## config.mk

```make
export PLATFORM = sky130hd
export DESIGN_NAME = if_fetch_unit
export DESIGN_NICKNAME = d
export VERILOG_FILES = /design/src/rtl/if_fetch_unit.sv
export SDC_FILE = /design/constraint.sdc
export NUM_CORES = 1
export LEC_CHECK = 0
export ABC_AREA = 1
export BUFFER_PORTS_ARGS = -buffer_cell sky130_fd_sc_hd__buf_2
export CORE_MARGIN = 4
export CORE_UTILIZATION = 55
export DETAILED_ROUTE_END_ITERATION = 6
export PLACE_DENSITY = 0.82
export SLEW_MARGIN = 20
export SYNTH_ARGS = -nofsm -noshare
export SYNTH_HDL_FRONTEND = slang
export SYNTH_SLANG_ARGS = --single-unit
```

## constraint.sdc

```tcl
create_clock -name clk -period 4.4 [get_ports clk]
set_clock_uncertainty 0.1 [all_clocks]
set_input_delay 0.44 -clock clk [delete_from_list [all_inputs] [get_ports clk]]
set_output_delay 0.44 -clock clk [all_outputs]
set_load 0.05 [all_outputs]
```

## src/rtl/if_fetch_unit.sv

```systemverilog
// rtl/if_fetch_unit.sv - instruction fetch front end feeding the IF/ID pipeline register
//
// Owns the PC and fetches instructions over a level req/ack handshake. It honours
// hazard stalls through a one-entry skid register, and it honours branch/jump redirects.
// A redirect that arrives while a request is outstanding is drained first, so imem_addr
// never changes under an unacknowledged request.
//
// Parameter: RESET_PC - PC loaded on reset (bits [1:0] forced to 0)
// Optional:  FETCH_PERF_CNT_EN - adds fetch_stall_cnt, a saturating count of FETCH wait
//            cycles plus HOLD cycles with stall_in=1
//
// Ports:
//   clk, rst          clock (rising edge), asynchronous active-low reset
//   stall_in          hold IF/ID and PC this cycle
//   redirect_en/pc    taken branch/jump; load redirect_pc, squash in-flight fetch
//   imem_req/addr     memory request (level) and its address
//   imem_ack/rdata    memory response and its data (same cycle)
//   inst_out/pc_out   instruction and PC+4 presented to IF/ID
//   if_id_write       IF/ID load enable
//   if_id_flush       IF/ID loads a NOP this edge
//   fetch_stall_cnt   (FETCH_PERF_CNT_EN only) stall/wait cycle counter

module if_fetch_unit #(
    parameter logic [31:0] RESET_PC = 32'h0000_0000
) (
    input  logic        clk,
    input  logic        rst,
    input  logic        stall_in,
    input  logic        redirect_en,
    input  logic [31:0] redirect_pc,
    output logic        imem_req,
    output logic [31:0] imem_addr,
    input  logic        imem_ack,
    input  logic [31:0] imem_rdata,
    output logic [31:0] inst_out,
    output logic [31:0] pc_out,
    output logic        if_id_write,
    output logic        if_id_flush
`ifdef FETCH_PERF_CNT_EN
    ,
    output logic [31:0] fetch_stall_cnt
`endif
);

    typedef enum logic [1:0] {IDLE, FETCH, HOLD, DRAIN} state_t;

    state_t      state, state_n;
    logic [31:0] pc, pc_n;
    logic [31:0] req_addr, req_addr_n;
    logic [31:0] skid_inst, skid_inst_n;
    logic [31:0] skid_pc, skid_pc_n;
    logic [31:0] redirect_target;

    assign redirect_target = {redirect_pc[31:2], 2'b00};

    always_ff @(posedge clk or negedge rst) begin
        if (!rst) begin
            state     <= IDLE;
            pc        <= {RESET_PC[31:2], 2'b00};
            req_addr  <= 32'h0;
            skid_inst <= 32'h0;
            skid_pc   <= 32'h0;
        end else begin
            state     <= state_n;
            pc        <= pc_n;
            req_addr  <= req_addr_n;
            skid_inst <= skid_inst_n;
            skid_pc   <= skid_pc_n;
        end
    end

    always_comb begin
        state_n     = state;
        pc_n        = pc;
        req_addr_n  = req_addr;
        skid_inst_n = skid_inst;
        skid_pc_n   = skid_pc;
        imem_req    = 1'b0;
        imem_addr   = 32'h0;
        inst_out    = 32'h0;
        pc_out      = 32'h0;
        if_id_write = 1'b0;
        if_id_flush = 1'b0;

        case (state)
            IDLE: begin
                state_n    = FETCH;
                req_addr_n = pc;
            end

            FETCH: begin
                imem_req  = 1'b1;
                imem_addr = req_addr;
                inst_out  = imem_rdata;
                pc_out    = req_addr + 32'd4;
                if (redirect_en) begin
                    if_id_flush = 1'b1;
                    pc_n        = redirect_target;
                    if (imem_ack) begin
                        req_addr_n = redirect_target;
                    end else begin
                        // Request still outstanding: keep req_addr until the ack drains it.
                        state_n = DRAIN;
                    end
                end else if (imem_ack) begin
                    if (stall_in) begin
                        skid_inst_n = imem_rdata;
                        skid_pc_n   = req_addr;
                        state_n     = HOLD;
                    end else begin
                        if_id_write = 1'b1;
                        pc_n        = req_addr + 32'd4;
                        req_addr_n  = req_addr + 32'd4;
                    end
                end
            end

            HOLD: begin
                inst_out = skid_inst;
                pc_out   = skid_pc + 32'd4;
                if (redirect_en) begin
                    if_id_flush = 1'b1;
                    pc_n        = redirect_target;
                    req_addr_n  = redirect_target;
                    state_n     = FETCH;
                end else if (!stall_in) begin
                    if_id_write = 1'b1;
                    pc_n        = skid_pc + 32'd4;
                    req_addr_n  = skid_pc + 32'd4;
                    state_n     = FETCH;
                end
            end

            DRAIN: begin
                // Old request completes at its original address; its data is dropped.
                imem_req  = 1'b1;
                imem_addr = req_addr;
                if (redirect_en) begin
                    if_id_flush = 1'b1;
                    pc_n        = redirect_target;
                end
                if (imem_ack) begin
                    req_addr_n = redirect_en ? redirect_target : pc;
                    state_n    = FETCH;
                end
            end

            default: state_n = IDLE;
        endcase
    end

`ifdef FETCH_PERF_CNT_EN
    logic count_cycle;

    assign count_cycle = ((state == FETCH) && !imem_ack) || ((state == HOLD) && stall_in);

    always_ff @(posedge clk or negedge rst) begin
        if (!rst) begin
            fetch_stall_cnt <= 32'h0;
        end else if (count_cycle && (fetch_stall_cnt != 32'hFFFF_FFFF)) begin
            fetch_stall_cnt <= fetch_stall_cnt + 32'd1;
        end
    end
`endif

endmodule

```

==> qor.log, run 1 <==
INFO  hold_path      min_to=skid_inst[25]
INFO  worst_setup_path reg2reg_slack=1.23ns
INFO  placed_design  dp.final_hpwl=21.7mm
INFO  cells_and_area flow.area_growth_from_synthesis=15.9%
INFO  die            floorplan.initialDensity=56.6%
INFO  cells_and_area drive_gt1_share=19.0%
INFO  hold_path      worst_hold_path.num_cells=2
INFO  cells_and_area ff_latch_area=0.00325mm²
INFO  global_routing grtUsageTotal=31.4%
INFO  power          total_power=9.43mW
INFO  synth          async_flop_share=100%
INFO  global_routing grt_pass1_wl=49.6mm
INFO  cells_and_area n_fill_cell=1,501
INFO  synth          yosys_register_bits=130
INFO  synth          most_used_flip_flop_cell_after_synthesis=sky130_fd_sc_hd__dfrtp_1
INFO  outcome        outcome=finished clean
INFO  clock_network  h-tree-depth=4
INFO  die            core-area=0.0168mm²
INFO  timing         rsz0062_at_grt=false
INFO  synth          sequential_fraction_of_the_synthesis_area=34.3%
INFO  global_routing antenna_found_initial=0
INFO  clock_network  insertion_delay=0.42ns
INFO  placed_design  place_ws=1.29ns
INFO  placed_design  io_buffers=165
INFO  drt            wl=31.0mm
INFO  hold_path      hold_start=imem_rdata[25]
INFO  die            die_width=139µm
INFO  timing         final.period_utilization=78.5%
INFO  synth          post_synth_num_cell_types=38
INFO  worst_setup_path timing.critical_path.fanout_max=56
INFO  clock_network  clock_sinks=130
INFO  synth          post-synth-top-area-fraction=34.3%
INFO  worst_setup_path worst_r2r_endpoint=pc[0]
INFO  timing         period_needed=3.45ns
INFO  timing         finalHoldViolations=0
INFO  timing         setup_slack=0.947ns
INFO  power          power_density=858mW/mm²
INFO  clock_network  cts.path.max_buffers=2
INFO  synth          postSynthAreaPerCell=6.44µm²
INFO  synth          synth_fp_nets=1,547
INFO  clock_network  clkTransAtPathRegs=0.06ns
INFO  clock_network  tritoncts_buffer_count=17
INFO  drt            drt-initial-drc-count=1,211
INFO  drt            ant_nets=0
INFO  worst_setup_path path_class=register to output port
INFO  clock_network  cts_resized=0
INFO  clock_network  clockRootBuffer=sky130_fd_sc_hd__clkbuf_16
INFO  synth          syn-cell-area=0.00948mm²
INFO  synth          synthesis.yosys.warnings=0
INFO  synth          synth_edf_count=0
INFO  synth          leading_cell_types_by_total_area_after_synthesis=sky130_fd_sc_hd__dfrtp_1 34%, sky130_fd_sc_hd__nand2_1 21%, sky130_fd_sc_hd__nor2_1 6.3%, sky130_fd_sc_hd__a21oi_1 5.3%, sky130_fd_sc_hd__inv_1 4.9%
INFO  timing         worstMarginPinSlew=0.922ns
INFO  timing         holdWs=0.158ns
INFO  worst_setup_path worst-endpoint-arrival=2.91ns
INFO  power          lkg_pwr=5.67nW
INFO  placed_design  globalplace.congestion=1.04
INFO  cells_and_area multi_input_gate_area_in_the_final_layout=0.00538mm²
INFO  clock_network  cts_post_setup_buffers_inserted=0
INFO  worst_setup_path rr_worst_depth=9
INFO  timing         fin_tns_setup=0ns
INFO  synth          synth_top_cell_by_area=sky130_fd_sc_hd__dfrtp_1
INFO  die            fp.dieH=139µm
INFO  flow_run       max-cap-violations=0
INFO  clock_network  tritoncts_clock_tree=built
INFO  global_routing global_route.overflow_total=0
INFO  timing         worst_slew_margin_rel=38.4%
INFO  die            dieArea=0.0194mm²
INFO  global_routing first_global_vias=9,570
INFO  cells_and_area layout.nets=1,673
INFO  global_routing pin_count_of_the_biggest_net_entering_global_routing=62
INFO  timing         slew_viol_final=0
INFO  timing         setup_viol=0
INFO  power          vdd_drop_max=668µV
INFO  worst_setup_path crit_path_end_kind=output port
INFO  synth          synthesis.instances=1,472
INFO  clock_network  post_cts_hold_buffer_count=1
INFO  worst_setup_path cp-start-kind=register
INFO  worst_setup_path worst-endpoint-required=3.86ns
INFO  synth          synth_common_cells=535 x sky130_fd_sc_hd__nand2_1, 159 x sky130_fd_sc_hd__nor2_1, 130 x sky130_fd_sc_hd__dfrtp_1
INFO  drt            dr_vias=10,300
INFO  worst_setup_path timing.rr.start=state[1]
INFO  drt            avgRoutedWirePerCell=17.0µm
INFO  hold_path      min-delay-path-class=primary input to register
INFO  die            std_cell_rows=47
INFO  synth          synth.most_common_cell=sky130_fd_sc_hd__nand2_1
INFO  drt            drc=0
INFO  timing         fmax=290MHz
INFO  die            ioPinCount=168
INFO  cells_and_area num_antenna_cells=0
INFO  drt            drt_first_pass_iters=5
INFO  drt            vias_per_cell=5.60
## cell type report
class | count | share of cell area [%]
clock inverter | 13 | 1.58
clock buffer | 19 | 4.12
timing repair buffer | 181 | 8.80
sequential | 130 | 29.6
multi-input combinational | 1137 | 48.9
tap | 220 | 2.50
inverter | 131 | 4.47
## placed cells by master (no fill, tap or decap), drive strengths merged, types with 35 or more instances in the layout
cell type    n
buf        180
dfrtp      130
a21oi      103
inv        135
nand2      542
o21ai       92
nand3       92
nor2       178
mux2        35
## how the worst max path moves through the flow
| stage | from | end | slack (ns) | cells after the start |
|---|---|---|---|---|
| 3_3_place_gp | state[1] | pc[1] | 1.32 | 9 |
| 2_1_floorplan | state[0] | if_id_write | 1.54 | 6 |
| 5_1_grt | state[1] | pc_out[16] | 0.81 | 6 |
| 6_report | state[1] | pc_out[10] | 0.95 | 6 |
| 4_1_cts | state[1] | pc_out[28] | 0.95 | 6 |
| 3_5_place_dp | state[1] | pc[0] | 1.29 | 9 |
## logic make-up (layout without fill, tap and decap cells)
kind of cell             count (synthesis)  in the layout  share of synthesized area [%]
AO/OA/AOI/OAI                          233            233                           13.1
flip-flops                             130            130                           34.3
adder cells (fa/ha/maj)                  6              6                          0.792
AND/OR/NAND/NOR                        843            843                           36.7
buffers and inverters                  205            344                           9.05
multiplexers                            35             35                           4.16
XOR/XNOR                                20             20                           1.85
## critical path, cell delays in order (launching register included)
cell and delay, ns:
sky130_fd_sc_hd__dfrtp_1 0.41, sky130_fd_sc_hd__inv_1 0.10, sky130_fd_sc_hd__ha_2 0.60, sky130_fd_sc_hd__buf_4 0.69, sky130_fd_sc_hd__nand2_1 0.11, sky130_fd_sc_hd__a21oi_1 0.26
sky130_fd_sc_hd__buf_2 0.31
## through the flow
step / instances / instance area (µm²) / util (%)
2_1_floorplan: 1472 / 9480 / -
3_3_place_gp: 1798 / 10400 / 61.8
3_5_place_dp: 1798 / 10400 / 61.8
4_1_cts: 1831 / 11000 / 65.6
5_1_grt: 1831 / 11000 / 65.6
6_report: 1831 / 11000 / 65.6
## power breakdown
group	leakage, nW	switching (mW)	total [mW]	internal (mW)
sequential	1.60	0.648	2.44	1.79
combinational	3.77	4.01	5.47	1.46
clock	0.302	0.587	1.52	0.932
total	5.67	5.25	9.43	4.18
## sequential cells by signal, summed over array words and instances, names as in the netlist
name,cells
skid_pc,32
state,2
skid_inst,32
pc,32
req_addr,32
## layer usage
metal	track usage, %	vias to the layer above	share of wire [%]
li1	-	4942	-
met1	43.8	4675	42
met2	48.3	575	45
met3	7.75	63	11
met4	9.53	0	2.5
met5	0	-	0
No activity file was read; power rests on OpenSTA's default activity.
==> run 2: changes to the inputs <==
Settings changed: ABC_AREA 1 to 0, CORE_UTILIZATION 55 to 52, PLACE_DENSITY 0.82 to 0.81.
Clock period 4.4 ns to 2.8 ns, I/O delays scaled along.
==> qor.log, run 2 <==
INFO  outcome        outcome=finished with violations
INFO  outcome        violated_checks=DRC, setup timing
INFO  timing         worst_slew_margin_rel=43.3% [+4.8 points]
INFO  synth          most_used_flip_flop_cell_after_synthesis=sky130_fd_sc_hd__dfrtp_1
INFO  synth          synth.most_common_cell=sky130_fd_sc_hd__dfrtp_1
INFO  worst_setup_path critical_path.max_stage_delay=0.49ns [-0.20 ns]
INFO  worst_setup_path path_class=register to output port
INFO  timing         finalHoldViolations=0 [unchanged]
INFO  drt            drt-initial-drc-count=1,749 [+44%]
INFO  worst_setup_path critical_path.n_buffers_inverters=2 [-1]
INFO  drt            ant_nets=0 [unchanged]
INFO  cells_and_area layout.cells.most_common=sky130_fd_sc_hd__buf_2
INFO  clock_network  clockRootBuffer=sky130_fd_sc_hd__clkbuf_16
INFO  hold_path      min-delay-path-class=primary input to register
INFO  synth          post_synth_num_cell_types=66 [+74%]
INFO  worst_setup_path reg2reg_slack=0.10ns [-1.13 ns]
INFO  worst_setup_path timing.critical_path.fanout_max=6 [-89%]
INFO  global_routing grt_pass1_wl=55.0mm [+11%]
INFO  flow_run       max-cap-violations=0 [unchanged]
INFO  clock_network  cts.path.max_buffers=2 [unchanged]
INFO  global_routing first_global_vias=10,300 [+7.9%]
INFO  worst_setup_path worst_path_max_delay_cell=sky130_fd_sc_hd__dfrtp_2
INFO  die            ioPinCount=168 [unchanged]
INFO  drt            avgRoutedWirePerCell=23.9µm [+41%]
INFO  global_routing pin_count_of_the_biggest_net_entering_global_routing=59 [-4.8%]
INFO  synth          synthesis.instances=1,067 [-28%]
INFO  die            core-area=0.0172mm² [+2.5%]
INFO  drt            vias_per_cell=6.91 [+23%]
INFO  clock_network  h-tree-depth=4 [unchanged]
INFO  synth          postSynthAreaPerCell=8.50µm² [+32%]
INFO  timing         slew_viol_final=0 [unchanged]
INFO  power          lkg_pwr=5.41nW [-4.6%]
INFO  synth          sequential_fraction_of_the_synthesis_area=35.9% [+1.6 points]
INFO  global_routing antenna_found_initial=0 [unchanged]
INFO  worst_setup_path worst-endpoint-required=2.42ns [-1.44 ns]
INFO  timing         worstMarginPinSlew=0.848ns [-0.0742 ns]
INFO  clock_network  clock_sinks=130 [unchanged]
INFO  timing         setup_slack=-0.274ns [-1.22 ns]
INFO  power          total_power=18.0mW [+90%]
INFO  synth          synthesis.yosys.warnings=0 [unchanged]
INFO  synth          async_flop_share=100% [unchanged]
INFO  synth          yosys_register_bits=130 [unchanged]
INFO  synth          synth_edf_count=0 [unchanged]
INFO  die            fp.dieH=140µm [+0.55%]
INFO  worst_setup_path critical_path.top_delay_family=simple AND/OR/NAND/NOR gates
INFO  timing         setup_viol=17 [+17]
INFO  worst_setup_path worst-endpoint-arrival=2.69ns [-0.22 ns]
INFO  timing         final.period_utilization=110%
INFO  timing         fin_tns_setup=-2.64ns [-2.64 ns]
INFO  die            dieArea=0.0196mm² [+1.1%]
INFO  synth          syn-cell-area=0.00907mm² [-4.4%]
INFO  placed_design  post_dp_cell_area=0.0106mm² [+2.5%]
INFO  worst_setup_path crit_path_end_kind=output port
INFO  timing         fmax=325MHz
INFO  drt            wl=37.3mm [+20%]
INFO  drt            drc=3 [+3]
INFO  synth          synth_common_cells=130 x sky130_fd_sc_hd__dfrtp_1, 96 x sky130_fd_sc_hd__nand2_1, 88 x sky130_fd_sc_hd__nor2_1
INFO  placed_design  io_buffers=165 [unchanged]
INFO  synth          synth_fp_nets=1,142 [-26%]
INFO  global_routing grtUsageTotal=35.1% [+3.8 points]
INFO  drt            drt_first_pass_iters=7 [+2]
INFO  die            floorplan.initialDensity=52.8% [-3.8 points]
INFO  worst_setup_path cp-start-kind=register
INFO  timing         period_needed=3.07ns
INFO  cells_and_area drive_gt1_share=37.0% [+18 points]
INFO  timing         rsz0062_at_grt=true
INFO  clock_network  tritoncts_buffer_count=17 [unchanged]
INFO  power          power_density=1440mW/mm² [+68%]
INFO  die            std_cell_rows=48 [+2.1%]
INFO  cells_and_area layout.nets=1,394 [-17%]
INFO  clock_network  clkTransAtPathRegs=0.06ns [about the same]
INFO  placed_design  dp.final_hpwl=21.8mm [+0.43%]
INFO  cells_and_area final_design_area_no_fill=0.0125mm² [+13%]
INFO  placed_design  globalplace.congestion=1.00 [-3.5%]
INFO  worst_setup_path critPathMostFrequentCell=sky130_fd_sc_hd__nand4_1
INFO  clock_network  tritoncts_clock_tree=built
INFO  cells_and_area layout.cells.most_common_list=140 x sky130_fd_sc_hd__buf_2, 121 x sky130_fd_sc_hd__buf_4, 118 x sky130_fd_sc_hd__dfrtp_1
INFO  clock_network  insertion_delay=0.44ns [+0.02 ns]
INFO  global_routing global_route.overflow_total=0 [unchanged]
INFO  synth          synth_top_cell_by_area=sky130_fd_sc_hd__dfrtp_1
INFO  power          vdd_drop_max=831µV [+24%]
INFO  synth          post-synth-top-area-fraction=35.9% [+1.6 points]
INFO  synth          leading_cell_types_by_total_area_after_synthesis=sky130_fd_sc_hd__dfrtp_1 36%, sky130_fd_sc_hd__mux2_2 8.7%, sky130_fd_sc_hd__o21ai_0 4.3%, sky130_fd_sc_hd__a22oi_1 4.1%, sky130_fd_sc_hd__nand2_1 4.0%
INFO  cells_and_area num_antenna_cells=0 [unchanged]
INFO  drt            dr_vias=10,800 [+4.9%]
INFO  worst_setup_path crit_path_cell_trace=nand4_1 > nor4_4 > buf_4 > nand4_1 > xnor2_2 > a22oi_2 > nor2_2 > buf_6
INFO  cells_and_area flow.area_growth_from_synthesis=37.3%
INFO  die            die_width=140µm [+0.55%]
## run 2: changes by cell type after synthesis, moves of 35 or more
cell,change
sky130_fd_sc_hd__nand2_1,-439
sky130_fd_sc_hd__a22oi_1,+47
sky130_fd_sc_hd__nor2b_1,+35
sky130_fd_sc_hd__inv_1,-107
sky130_fd_sc_hd__a21oi_1,-57
sky130_fd_sc_hd__mux2_2,+35
sky130_fd_sc_hd__clkbuf_1,+41
sky130_fd_sc_hd__nand3_1,-52
sky130_fd_sc_hd__nor2_1,-71
## run 2: cell type report
cell class / instances / area (µm²)
tap: 225 / 282
clock inverter: 14 / 178
timing repair buffer: 320 / 2320
sequential: 130 / 3270
clock buffer: 18 / 429
timing repair inverter: 1 / 7.51
multi-input combinational: 832 / 5910
inverter: 17 / 67.6
fill: 1116 / 4720
## run 2: cells by family after synthesis
logic type,Yosys count,share of synthesized area [%]
fa+ha+maj,6,0.828
buf+inv,105,4.40
mux,73,9.02
compound gates,299,22.0
simple gates,405,23.1
flops,130,35.9
xor+xnor,49,4.73
## run 2: timing repair
item	CTS	global route
endpoints found under the setup margin	42	27
hold buffers	30	0
gates cloned	2	1
resized for setup	83	51
buffers inserted	28	14
pin swaps	14	19
hold endpoints to repair	73	0
## run 2: routing by layer
metal  share of wire, %  global-route usage, %  vias up  routed length, µm
li1                   -                      -     4419                  -
met1                 35                   44.3     5020              13000
met2                 45                   53.9     1012              16600
met3                 13                   9.83      306               4920
met4                7.3                   20.9        0               2730
met5                  0                      0        -                  0
## run 2: final timing paths
kind / start / to / cells past startpoint
setup / recovery: skid_pc[11] / pc_out[28] / 8
max in group asynchronous: rst / req_addr[6] / 3
hold reg to reg: skid_inst[13] / skid_inst[13] / 1
hold / removal: imem_rdata[9] / skid_inst[9] / 2
min in group asynchronous: rst / req_addr[28] / 2
setup reg to reg: state[0] / req_addr[14] / 6
## run 2: power breakdown
group | internal, mW | leakage, nW | switching (mW)
combinational | 4.17 | 3.55 | 7.56
clock | 1.41 | 0.284 | 0.964
sequential | 2.83 | 1.57 | 1.02
## run 2: metrics by stage
stage	setup slack (ns)	std cells	hold WS [ns]	util (%)
floorplan	-0.357	1067	-0.116	-
global placement	0.191	1450	0.269	61.8
detailed placement	0.138	1450	0.267	61.8
CTS	-0.0626	1542	0.00352	70.3
global route	-0.338	1557	0.0122	72.5
finish	-0.274	1557	0.00921	72.5
==> run 3: changes to the inputs <==
Settings changed: CORE_ASPECT_RATIO set to 0.8.
==> qor.log, run 3 (synthesis gave the netlist of run 2 again) <==
INFO  outcome        outcome=finished with violations
INFO  outcome        violated_checks=DRC, setup timing
INFO  timing         period_needed=3.07ns [-0.00465 ns]
INFO  global_routing grtUsageTotal=34.5% [-0.62 points]
INFO  worst_setup_path cp-start-kind=register
INFO  hold_path      min-delay-path-class=primary input to register
INFO  drt            vias_per_cell=6.63 [-4.0%]
INFO  die            fp.dieH=126µm [-10%]
INFO  cells_and_area layout.cells.most_common_list=140 x sky130_fd_sc_hd__buf_2, 130 x sky130_fd_sc_hd__buf_4, 118 x sky130_fd_sc_hd__dfrtp_1
INFO  clock_network  clkTransAtPathRegs=0.06ns [about the same]
INFO  cells_and_area layout.nets=1,406 [+0.86%]
INFO  die            floorplan.initialDensity=53.9% [+1.1 points]
INFO  placed_design  place.detailed.instances=1,463 [+0.90%]
INFO  drt            wl=36.6mm [-1.7%]
INFO  clock_network  tritoncts_clock_tree=built
INFO  cells_and_area multi_input_gate_area_in_the_final_layout=0.00590mm² [-0.17%]
INFO  drt            avgRoutedWirePerCell=23.4µm [-2.1%]
INFO  cells_and_area num_antenna_cells=0 [unchanged]
INFO  worst_setup_path timing.critical_path.fanout_max=5 [-1]
INFO  worst_setup_path critical_path.n_buffers_inverters=2 [unchanged]
INFO  placed_design  place_ws=0.179ns [+0.0413 ns]
INFO  global_routing pin_count_of_the_biggest_net_entering_global_routing=52 [-12%]
INFO  drt            drt-initial-drc-count=1,465 [-16%]
INFO  flow_run       max-cap-violations=0 [unchanged]
INFO  global_routing first_global_vias=9,816 [-4.9%]
INFO  timing         worst_slew_margin_rel=41.8% [-1.5 points]
INFO  worst_setup_path worst-endpoint-arrival=2.69ns [about the same]
INFO  timing         fin_tns_setup=-1.63ns [+1.00 ns]
INFO  worst_setup_path worst_r2r_endpoint=req_addr[22]
INFO  power          vdd_drop_max=945µV [+14%]
INFO  worst_setup_path timing.rr.start=state[0]
INFO  cells_and_area ff_latch_area=0.00327mm² [unchanged]
INFO  cells_and_area drive_gt1_share=37.9% [+0.89 points]
INFO  drt            ant_nets=0 [unchanged]
INFO  drt            dr_vias=10,400 [-3.6%]
INFO  timing         holdWs=0.00389ns [-0.00532 ns]
INFO  timing         fmax=326MHz [+0.15%]
INFO  clock_network  insertion_delay=0.44ns [about the same]
INFO  cells_and_area final_design_area_no_fill=0.0125mm² [+0.47%]
INFO  die            ioPinCount=168 [unchanged]
INFO  timing         setup_slack=-0.270ns [+0.00465 ns]
INFO  die            core-area=0.0168mm² [-2.1%]
INFO  timing         rsz0062_at_grt=true
INFO  worst_setup_path path_class=register to output port
INFO  die            die_width=156µm [+11%]
INFO  global_routing grt_pass1_wl=53.5mm [-2.7%]
INFO  hold_path      min_to=skid_inst[31]
INFO  worst_setup_path worst-endpoint-required=2.42ns [about the same]
INFO  timing         slew_viol_final=0 [unchanged]
INFO  hold_path      worst_hold_path.num_cells=2 [unchanged]
INFO  drt            drc=41 [+38]
INFO  worst_setup_path crit_path_cell_trace=nand4_1 > or4_4 > nor4_2 > buf_4 > xor2_2 > a21oi_2 > nor2b_2 > buf_6
INFO  clock_network  clockRootBuffer=sky130_fd_sc_hd__clkbuf_16
INFO  placed_design  io_buffers=165 [unchanged]
INFO  global_routing global_route.overflow_total=0 [unchanged]
INFO  cells_and_area final_util=74.4% [+1.9 points]
INFO  hold_path      hold_start=imem_rdata[31]
INFO  timing         worstMarginPinSlew=0.872ns [+0.0242 ns]
INFO  cells_and_area layout.cells.most_common=sky130_fd_sc_hd__buf_2
INFO  worst_setup_path reg2reg_slack=0.14ns [+0.04 ns]
INFO  worst_setup_path worst_path_max_delay_cell=sky130_fd_sc_hd__or4_4
INFO  clock_network  tritoncts_buffer_count=17 [unchanged]
INFO  placed_design  post_dp_cell_area=0.0107mm² [+0.84%]
INFO  cells_and_area flow.area_growth_from_synthesis=38.0%
INFO  global_routing antenna_found_initial=0 [unchanged]
INFO  worst_setup_path critical_path.max_stage_delay=0.62ns [+0.13 ns]
INFO  worst_setup_path rr_worst_depth=9 [+3]
INFO  clock_network  cts.path.max_buffers=2 [unchanged]
INFO  power          total_power=17.7mW [-1.3%]
INFO  cells_and_area n_fill_cell=1,156 [+3.6%]
INFO  power          lkg_pwr=5.48nW [+1.3%]
INFO  timing         setup_viol=13 [-4]
INFO  placed_design  dp.final_hpwl=22.9mm [+4.9%]
INFO  die            std_cell_rows=42 [-13%]
INFO  die            dieArea=0.0196mm² [about the same]
INFO  timing         final.period_utilization=110% [-0.17 points]
INFO  drt            drt_first_pass_iters=7 [unchanged]
INFO  cells_and_area stdcell_count=1,563 [+0.39%]
INFO  placed_design  globalplace.congestion=0.971 [-3.2%]
INFO  timing         finalHoldViolations=0 [unchanged]
INFO  worst_setup_path critical_path.top_delay_family=simple AND/OR/NAND/NOR gates
INFO  worst_setup_path crit_path_end_kind=output port
INFO  clock_network  clock_sinks=130 [unchanged]
INFO  clock_network  h-tree-depth=4 [unchanged]
INFO  power          power_density=1420mW/mm² [-1.8%]
[run 3: cell types whose count changed in the layout (fill, tap and decap cells not counted), sizes merged]
cell         delta
inv             -3
clkinv          +6
buf            +16
dlygate4sd3     -2
clkbuf          -1
clkinvlp        -5
[run 3: layer usage]
metal,part of all wire (%),track usage [%]
met2,44,52.1
met5,0,0
met3,14,10.2
met1,37,46.0
met4,5.2,15.5
[run 3: worst max path at each step]
stage	slack [ns]	endpoint	cells past startpoint	start
final	-0.27	pc_out[31]	8	req_addr[13]
after global placement	0.22	pc_out[31]	8	req_addr[23]
after floorplan	-0.36	pc_out[22]	7	state[0]
after global routing	-0.39	pc_out[28]	10	skid_pc[12]
after detailed placement	0.18	pc_out[25]	8	req_addr[7]
after CTS	-0.10	pc_out[31]	8	req_addr[16]
[run 3: report_power, final]
part	total [mW]	internal, mW	switching (mW)
sequential	3.73	2.83	0.899
combinational	11.6	4.09	7.55
clock	2.35	1.42	0.928
[run 3: layout make-up]
| type | count | area share [%] |
|---|---|---|
| Inverter | 17 | 0.510 |
| Multi-Input combinational cell | 832 | 47.1 |
| Timing Repair Buffer | 333 | 19.2 |
| Clock inverter | 13 | 1.29 |
| Sequential cell | 130 | 26.1 |
| Clock buffer | 18 | 3.51 |
| Tap cell | 220 | 2.20 |
[run 3: timing repair]
| item | 4_1_cts | 5_1_grt |
|---|---|---|
| setup endpoints to repair | 23 | 56 |
| gates resized for setup | 74 | 71 |
| endpoints found under the hold margin | 56 | 0 |
| pin swaps | 18 | 18 |
| buffers inserted | 17 | 24 |
| hold buffers | 28 | 0 |
